**config.mk**
```make
export PLATFORM = sky130hd
export DESIGN_NAME = tx_bus_arbiter
export DESIGN_NICKNAME = d
export VERILOG_FILES = /design/src/rtl/tx_bus_arbiter.sv
export SDC_FILE = /design/constraint.sdc
export NUM_CORES = 1
export LEC_CHECK = 0
export CORE_MARGIN = 3
export CORE_UTILIZATION = 35
export CTS_CLUSTER_DIAMETER = 40
export CTS_CLUSTER_SIZE = 24
export DETAILED_ROUTE_END_ITERATION = 6
export GPL_TIMING_DRIVEN = 0
export SLEW_MARGIN = 20
export SYNTH_ARGS = -nofsm -noshare
export SYNTH_HDL_FRONTEND = slang
export SYNTH_SLANG_ARGS = --single-unit
```
**constraint.sdc**
```tcl
create_clock -name CLK -period 1.85 [get_ports CLK]
set_clock_uncertainty 0.1 [all_clocks]
set_input_delay 0.37 -clock CLK [delete_from_list [all_inputs] [get_ports CLK]]
set_output_delay 0.37 -clock CLK [all_outputs]
set_load 0.02 [all_outputs]
```
**src/rtl/tx_bus_arbiter.sv**
```systemverilog
// Round-robin frame arbiter for a shared half-duplex UART TX path. It also drives the
// pin output-enable, with a lead guard before the first byte and a hold time after the UART idles.
module tx_bus_arbiter #(
   parameter int NUM_REQ        = 2,
   parameter int DATA_W         = 8,
   parameter int GUARD_CYCLES   = 16,
   parameter int HOLD_CYCLES    = 16,
   parameter int TIMEOUT_CYCLES = 1024
) (
   input  logic                        CLK,
   input  logic                        RESET_N,
   input  logic [NUM_REQ-1:0]          req_valid,
   input  logic [NUM_REQ*DATA_W-1:0]   req_data,
   input  logic [NUM_REQ-1:0]          req_last,
   output logic [NUM_REQ-1:0]          req_ready,
   output logic [DATA_W-1:0]           uart_data,
   output logic                        uart_valid,
   input  logic                        uart_ready,
   input  logic                        uart_busy,
   output logic                        tx_enable,
   output logic [NUM_REQ-1:0]          grant,
   output logic                        frame_abort
);

   localparam int IDX_W   = (NUM_REQ > 1) ? $clog2(NUM_REQ) : 1;
   localparam int CNT_MAX = (GUARD_CYCLES > HOLD_CYCLES) ? GUARD_CYCLES : HOLD_CYCLES;
   localparam int CNT_W   = $clog2(CNT_MAX + 1);
   localparam int IDL_W   = $clog2(TIMEOUT_CYCLES + 1);

   localparam logic [CNT_W-1:0]   GUARD_END = CNT_W'(GUARD_CYCLES - 1);
   localparam logic [CNT_W-1:0]   HOLD_END  = CNT_W'(HOLD_CYCLES - 1);
   localparam logic [IDL_W-1:0]   IDLE_END  = IDL_W'(TIMEOUT_CYCLES - 1);
   localparam logic [IDX_W-1:0]   LAST_RST  = IDX_W'(NUM_REQ - 1);
   localparam logic [NUM_REQ-1:0] ONE_HOT0  = NUM_REQ'(1);

   typedef enum logic [2:0] {
      IDLE  = 3'd0,
      LEAD  = 3'd1,
      SEND  = 3'd2,
      DRAIN = 3'd3,
      TAIL  = 3'd4
   } state_t;

   state_t               state_q, state_d;
   logic [NUM_REQ-1:0]   grant_q, grant_d;
   logic [IDX_W-1:0]     gidx_q, gidx_d;
   logic [IDX_W-1:0]     last_q, last_d;
   logic [CNT_W-1:0]     cnt_q, cnt_d;
   logic [IDL_W-1:0]     idle_q, idle_d;
   logic                 tx_en_q, tx_en_d;
   logic                 abort_q, abort_d;

   logic [IDX_W-1:0]     cand_s;
   logic [IDX_W-1:0]     win_idx_s;
   logic                 win_found_s;
   logic                 sel_valid_s;
   logic                 sel_last_s;
   logic [DATA_W-1:0]    sel_data_s;
   logic                 xfer_s;

   // Round-robin search starting one past the last served requester.
   always_comb begin
      win_found_s = 1'b0;
      win_idx_s   = '0;
      cand_s      = '0;
      for (int k = 1; k <= NUM_REQ; k++) begin
         cand_s = IDX_W'((int'(last_q) + k) % NUM_REQ);
         if (!win_found_s && req_valid[cand_s]) begin
            win_found_s = 1'b1;
            win_idx_s   = cand_s;
         end else begin
            win_found_s = win_found_s;
         end
      end
   end

   assign sel_valid_s = req_valid[gidx_q];
   assign sel_last_s  = req_last[gidx_q];
   assign sel_data_s  = req_data[int'(gidx_q) * DATA_W +: DATA_W];

   // Combinational SEND datapath from the granted requester to the UART.
   always_comb begin
      uart_valid = 1'b0;
      uart_data  = '0;
      req_ready  = '0;
      if (state_q == SEND) begin
         uart_valid = sel_valid_s;
         uart_data  = sel_data_s;
         req_ready  = grant_q & {NUM_REQ{uart_ready}};
      end else begin
         uart_valid = 1'b0;
      end
   end

   assign xfer_s = uart_valid & uart_ready;

   // Next-state logic for the frame sequencer and its counters.
   always_comb begin
      state_d = state_q;
      grant_d = grant_q;
      gidx_d  = gidx_q;
      last_d  = last_q;
      cnt_d   = cnt_q;
      idle_d  = idle_q;
      tx_en_d = tx_en_q;
      abort_d = 1'b0;
      case (state_q)
         IDLE: begin
            if (win_found_s) begin
               state_d = LEAD;
               grant_d = ONE_HOT0 << win_idx_s;
               gidx_d  = win_idx_s;
               tx_en_d = 1'b1;
               cnt_d   = '0;
            end else begin
               tx_en_d = 1'b0;
            end
         end
         LEAD: begin
            if (cnt_q == GUARD_END) begin
               state_d = SEND;
               cnt_d   = '0;
               idle_d  = '0;
            end else begin
               cnt_d = cnt_q + CNT_W'(1);
            end
         end
         SEND: begin
            if (xfer_s && sel_last_s) begin
               state_d = DRAIN;
               idle_d  = '0;
            end else if (sel_valid_s) begin
               idle_d = '0;
            end else if (idle_q == IDLE_END) begin
               // Granted requester went silent mid-frame: close the frame.
               state_d = DRAIN;
               abort_d = 1'b1;
               idle_d  = '0;
            end else begin
               idle_d = idle_q + IDL_W'(1);
            end
         end
         DRAIN: begin
            if (!uart_busy && uart_ready) begin
               state_d = TAIL;
               cnt_d   = '0;
            end else begin
               state_d = DRAIN;
            end
         end
         TAIL: begin
            if (cnt_q == HOLD_END) begin
               state_d = IDLE;
               grant_d = '0;
               tx_en_d = 1'b0;
               last_d  = gidx_q;
               cnt_d   = '0;
            end else begin
               cnt_d = cnt_q + CNT_W'(1);
            end
         end
         default: begin
            state_d = IDLE;
            grant_d = '0;
            tx_en_d = 1'b0;
            cnt_d   = '0;
            idle_d  = '0;
         end
      endcase
   end

   // State and counter registers; reset releases the line immediately.
   always_ff @(posedge CLK or negedge RESET_N) begin
      if (!RESET_N) begin
         state_q <= IDLE;
         grant_q <= '0;
         gidx_q  <= '0;
         last_q  <= LAST_RST;
         cnt_q   <= '0;
         idle_q  <= '0;
         tx_en_q <= 1'b0;
         abort_q <= 1'b0;
      end else begin
         state_q <= state_d;
         grant_q <= grant_d;
         gidx_q  <= gidx_d;
         last_q  <= last_d;
         cnt_q   <= cnt_d;
         idle_q  <= idle_d;
         tx_en_q <= tx_en_d;
         abort_q <= abort_d;
      end
   end

   assign tx_enable   = tx_en_q;
   assign grant       = grant_q;
   assign frame_abort = abort_q;

endmodule

```
==> results of run 1 <==
where the power goes:
| group | internal (mW) | switching [mW] | total, mW |
|---|---|---|---|
| Clock | 0.153 | 0.186 | 0.339 |
| Combinational | 0.362 | 0.350 | 0.712 |
| Sequential | 0.635 | 0.0904 | 0.726 |
critical path: stages (launching register included):
cell and delay [ns]:
dfrtp_2 0.46, or3b_4 0.45, nor2_1 0.13, buf_4 0.15
registers in the layout (all words and copies together) (netlist names):
signal	cells
state_q	3
frame_abort	1
grant	2
last_q	1
gidx_q	1
tx_enable	1
idle_q	11
cnt_q	5
area by class of cell:
class | count | area share
clock buffers | 3 | 0.0191
clock inverters | 1 | 0.00346
multi-input cells | 123 | 0.423
well taps | 50 | 0.0289
plain buffers | 7 | 0.0214
repair buffers | 50 | 0.205
inverters | 5 | 0.00866
flip-flops and latches | 25 | 0.290
timing repair:
action / CTS / global route
gates cloned: 1 / 1
setup buffers: 6 / 4
hold endpoints to repair: 9 / 0
pin swaps: 6 / 5
hold buffers: 1 / 0
gates resized for setup: 64 / 21
setup endpoints to repair: 20 / 26
layer usage:
metal | wire (um) | global-route usage | share of wire
met5 | 0 | 0 | 0
met4 | 54 | 0.0564 | 0.013
met3 | 305 | 0.0281 | 0.074
met2 | 2010 | 0.273 | 0.49
met1 | 1740 | 0.208 | 0.42
cells by family after synthesis:
group	count (synthesis)	share of synthesized area
adders and majority gates	2	0.0165
and+or+nand+nor	61	0.223
xor gates and xnor gates	3	0.0173
DFF	25	0.413
buffers and inverters	13	0.0362
AOI/OAI and AO/OA	41	0.191
muxes	15	0.103
path summary, 6_finish.rpt:
path / start / endpoint / slack [ns] / depth (start not counted)
worst max-delay path: state_q[2] / uart_data[3] / -0.07 / 3
worst min-delay path: req_valid[0] / grant[0] / 0.39 / 3
worst max register to register: cnt_q[0] / idle_q[2] / 0.09 / 6
worst min register to register: cnt_q[4] / cnt_q[4] / 0.40 / 1
max in group asynchronous: RESET_N / state_q[0] / 0.71 / 2
min in group asynchronous: RESET_N / idle_q[0] / 0.52 / 2
cell usage in the layout (no fill, tap or decap), types with 3 or more instances in the layout:
cell type / Yosys / final
buf_2: 5 / 6
dfrtp_1: 24 / 22
o21ai_0: 9 / 8
a21o_1: 4 / 4
mux2i_1: 10 / 9
nor2_1: 16 / 14
nor3_1: 6 / 5
a22o_1: 4 / 4
clkbuf_8: 0 / 3
a221o_1: 4 / 4
o21bai_1: 4 / 4
buf_4: 0 / 21
inv_1: 5 / 5
nor4_1: 3 / 3
clkdlybuf4s50_1: 0 / 24
a21oi_1: 3 / 3
mux2_2: 5 / 5
nor2_2: 1 / 3
nand2_1: 14 / 13
a211oi_1: 3 / 3
==> results.json, run 1 <==
{
  "finalHoldViolations": 0,
  "grt_pass1_wl_mm": 6.58,
  "fin_hold_ws_ns": 0.394,
  "drt_iter0_drc": 47,
  "path_clk_slew_ns": 0.09,
  "cts_max_level": 1,
  "slew_headroom": 0.611,
  "synth_most_common_cell": "dfrtp_1",
  "chipWidth_um": 71.9,
  "peakVddDrop_v": 0.000290,
  "max_slew.worst_pin.slew_ns": 0.584,
  "worst_slack_ns": -0.0741,
  "numPortBuffers": 38,
  "vias": 1456,
  "wl_per_cell_um": 15.6,
  "place_area_um2": 1960,
  "crit_path_end_kind": "output port",
  "grt_remaining_overflow": 0,
  "finish.instance_area_um2": 2170,
  "core_area_um2": 4090,
  "rsz0062_at_grt": "true",
  "ant_nets": 0,
  "clock.fmax_mhz": 520,
  "synth_top_area_frac": 0.395,
  "power.density_nw_per_um2": 820,
  "synth_edf_count": 0,
  "cp_max_fo": 5,
  "chipHeight_um": 71.9,
  "synth_common_cells": "24 x dfrtp_1, 16 x nor2_1, 14 x nand2_1",
  "async_flop_share": 1.00,
  "grt_pass1_vias": 1393,
  "hpwl_mm": 2.95,
  "fin_total_pwr_mw": 1.78,
  "gp_congestion": 0.853,
  "fin_util": 0.530,
  "ys_seq_area_frac": 0.413,
  "fin_cells": 264,
  "hp-class": "primary input to flip-flop",
  "cts-root-buf": "clkbuf_8",
  "nets": 241,
  "ys_warn_count": 0,
  "syn_to_final_growth_pct": 42.7,
  "via_per_inst": 5.52,
  "synth_seq_cells": 25,
  "wl_mm": 4.11,
  "clock_sinks": 25,
  "ff_latch_area_um2": 629,
  "dp.cells": 248,
  "clk_latency_ns": 0.27,
  "num_rows": 23,
  "fin_crit_sh": 1.04,
  "dieArea_um2": 5170,
  "cp-start-kind": "flip-flop",
  "power.leakage_nw": 0.978,
  "arrival_ns": 1.45,
  "crit_type": "flip-flop to output port",
  "synth_top_flop_cell": "dfrtp_1",
  "synth.distinct_cells": 45,
  "numCtsBuffers": 3,
  "drtPass1Iterations": 4,
  "initial_core_util": 0.372,
  "synth_area_leader_cell": "dfrtp_1",
  "dp_slack_ns": -0.450,
  "synthTopCellsByArea": "dfrtp_1 40%, mux2i_1 6.6%, nor2_1 4.0%",
  "antenna_found_initial": 0,
  "grt_max_degree": 26,
  "setup_tns_ns": -0.548,
  "multi_input_area_um2": 917,
  "grt_usage": 0.162,
  "setup_violations": 9,
  "finalMaxSlewViolations": 0,
  "netlist_area_um2": 1520,
  "antennaDiodeCount": 0,
  "synth.avg_cell_area_um2": 9.49,
  "post-route-drc-count": 0,
  "violations": "setup timing",
  "drive_above_1_share": 0.290,
  "clock_path_buffers": 2,
  "synth_cells": 160,
  "fillers": 388,
  "maxCapViolCount": 0,
  "required_ns": 1.38,
  "status": "finished, violations left",
  "postSynthNetCount": 186,
  "period_needed_ns": 1.92,
  "io_pins": 39,
  "tritoncts": "done"
}
Note: power is estimated with default switching activity, not from simulation.
==> inputs of run 2 (changes only) <==
--- a/config.mk
+++ b/config.mk
@@ -11,6 +11,7 @@
 export CTS_CLUSTER_SIZE = 24
 export DETAILED_ROUTE_END_ITERATION = 6
 export GPL_TIMING_DRIVEN = 0
+export RECOVER_POWER = 100
 export SLEW_MARGIN = 20
 export SYNTH_ARGS = -nofsm -noshare
 export SYNTH_HDL_FRONTEND = slang
==> results.json, run 2 (same netlist as run 1, synthesis figures left out) <==
{
  "antenna_found_initial": 0,
  "grt_max_degree": 26,
  "status": "finished, violations left",
  "wl_mm": 4.11,
  "core_area_um2": 4090,
  "top_regs": "idle_q (11), cnt_q (5), state_q (3)",
  "initial_core_util": 0.372,
  "rsz0062_at_grt": "true",
  "drive_above_1_share": 0.271,
  "clock_sinks": 25,
  "peakVddDrop_v": 0.000289,
  "violations": "setup timing",
  "crit_path_end_kind": "output port",
  "clock_path_buffers": 2,
  "wl_per_cell_um": 15.6,
  "drtPass1Iterations": 5,
  "grt_pass1_wl_mm": 6.58,
  "ff_latch_area_um2": 629,
  "tritoncts": "done",
  "top_register": "idle_q",
  "fin_hold_ws_ns": 0.384,
  "num_rows": 23,
  "power.leakage_nw": 0.985,
  "required_ns": 1.38,
  "cts_max_level": 1,
  "multi_input_area_um2": 905,
  "max_slew.worst_pin.slew_ns": 0.653,
  "post-route-drc-count": 0,
  "clock.fmax_mhz": 521,
  "numCtsBuffers": 3,
  "syn_to_final_growth_pct": 41.4,
  "setup_tns_ns": -0.553,
  "largest_register_ffs": 11,
  "cts-root-buf": "clkbuf_8",
  "cp-start-kind": "flip-flop",
  "setup_violations": 9,
  "crit_type": "flip-flop to output port",
  "numPortBuffers": 38,
  "path_clk_slew_ns": 0.09,
  "period_needed_ns": 1.92,
  "grt_usage": 0.162,
  "grt_remaining_overflow": 0,
  "nets": 241,
  "antennaDiodeCount": 0,
  "slew_headroom": 0.565,
  "finalHoldViolations": 0,
  "chipHeight_um": 71.9,
  "hpwl_mm": 2.95,
  "maxCapViolCount": 0,
  "finalMaxSlewViolations": 0,
  "hp-class": "primary input to flip-flop",
  "fin_total_pwr_mw": 1.76,
  "gp_congestion": 0.853,
  "clk_latency_ns": 0.27,
  "io_pins": 39,
  "power.density_nw_per_um2": 819,
  "ant_nets": 0,
  "vias": 1459,
  "arrival_ns": 1.45,
  "via_per_inst": 5.53,
  "dieArea_um2": 5170,
  "cp_max_fo": 5,
  "fillers": 389,
  "drt_iter0_drc": 38,
  "worst_slack_ns": -0.0706,
  "layout_common_cells": "22 x dfrtp_1, 22 x clkdlybuf4s50_1, 21 x buf_4",
  "chipWidth_um": 71.9,
  "fin_crit_sh": 1.04,
  "grt_pass1_vias": 1393
}
run 2: power by group:
part           leakage, nW  total [mW]  internal [mW]  switching [mW]
Combinational        0.635       0.699          0.352           0.346
Clock               0.0217       0.338          0.153           0.185
Sequential           0.329       0.723          0.635          0.0878
run 2: per-layer routing:
metal,up-vias,wire (um),track usage
li1,700,-,-
met1,707,1780,0.208
met2,47,2000,0.273
met3,5,281,0.0281
met4,0,54,0.0564
met5,-,0,0
run 2: what timing repair did:
action                                 in CTS  in global routing
pin swaps                                   6                  5
endpoints found under the hold margin       9                  0
hold buffers                                1                  0
setup endpoints to repair                  20                 26
buffers inserted                            6                  4
gates resized for setup                    64                 21
cloned                                      1                  1
run 2: critical path: stages, from the launching register on:
cell     delay, ns
dfrtp_2       0.46
or3b_4        0.45
nor2_1        0.12
buf_4         0.15
run 2: path summary, 6_finish.rpt:
kind	from	end	slack (ns)	depth (start not counted)
worst min register to register	cnt_q[4]	cnt_q[4]	0.40	1
worst min-delay path	req_valid[0]	grant[0]	0.38	3
min in group asynchronous	RESET_N	idle_q[0]	0.54	2
worst max-delay path	state_q[2]	uart_data[7]	-0.07	3
worst max register to register	cnt_q[1]	idle_q[8]	0.04	7
max in group asynchronous	RESET_N	state_q[0]	0.65	2
run 2: area by class of cell:
cell class,instances,share of cell area
flip-flops and latches,25,0.293
well taps,50,0.0291
clock inverters,1,0.00349
plain buffers,7,0.0186
multi-input cells,123,0.421
clock buffers,3,0.0192
inverters,5,0.00874
repair buffers,50,0.207
run 2: per-stage QoR:
step	util	cells	setup WS, ns	cell area (um2)
after global routing	0.526	264	-0.126	2150
after CTS	0.510	259	-0.0680	2080
final	0.526	264	-0.0706	2150
after global placement	0.480	248	-0.440	1960
after floorplan	-	160	0.128	1520
after detailed placement	0.479	248	-0.450	1960
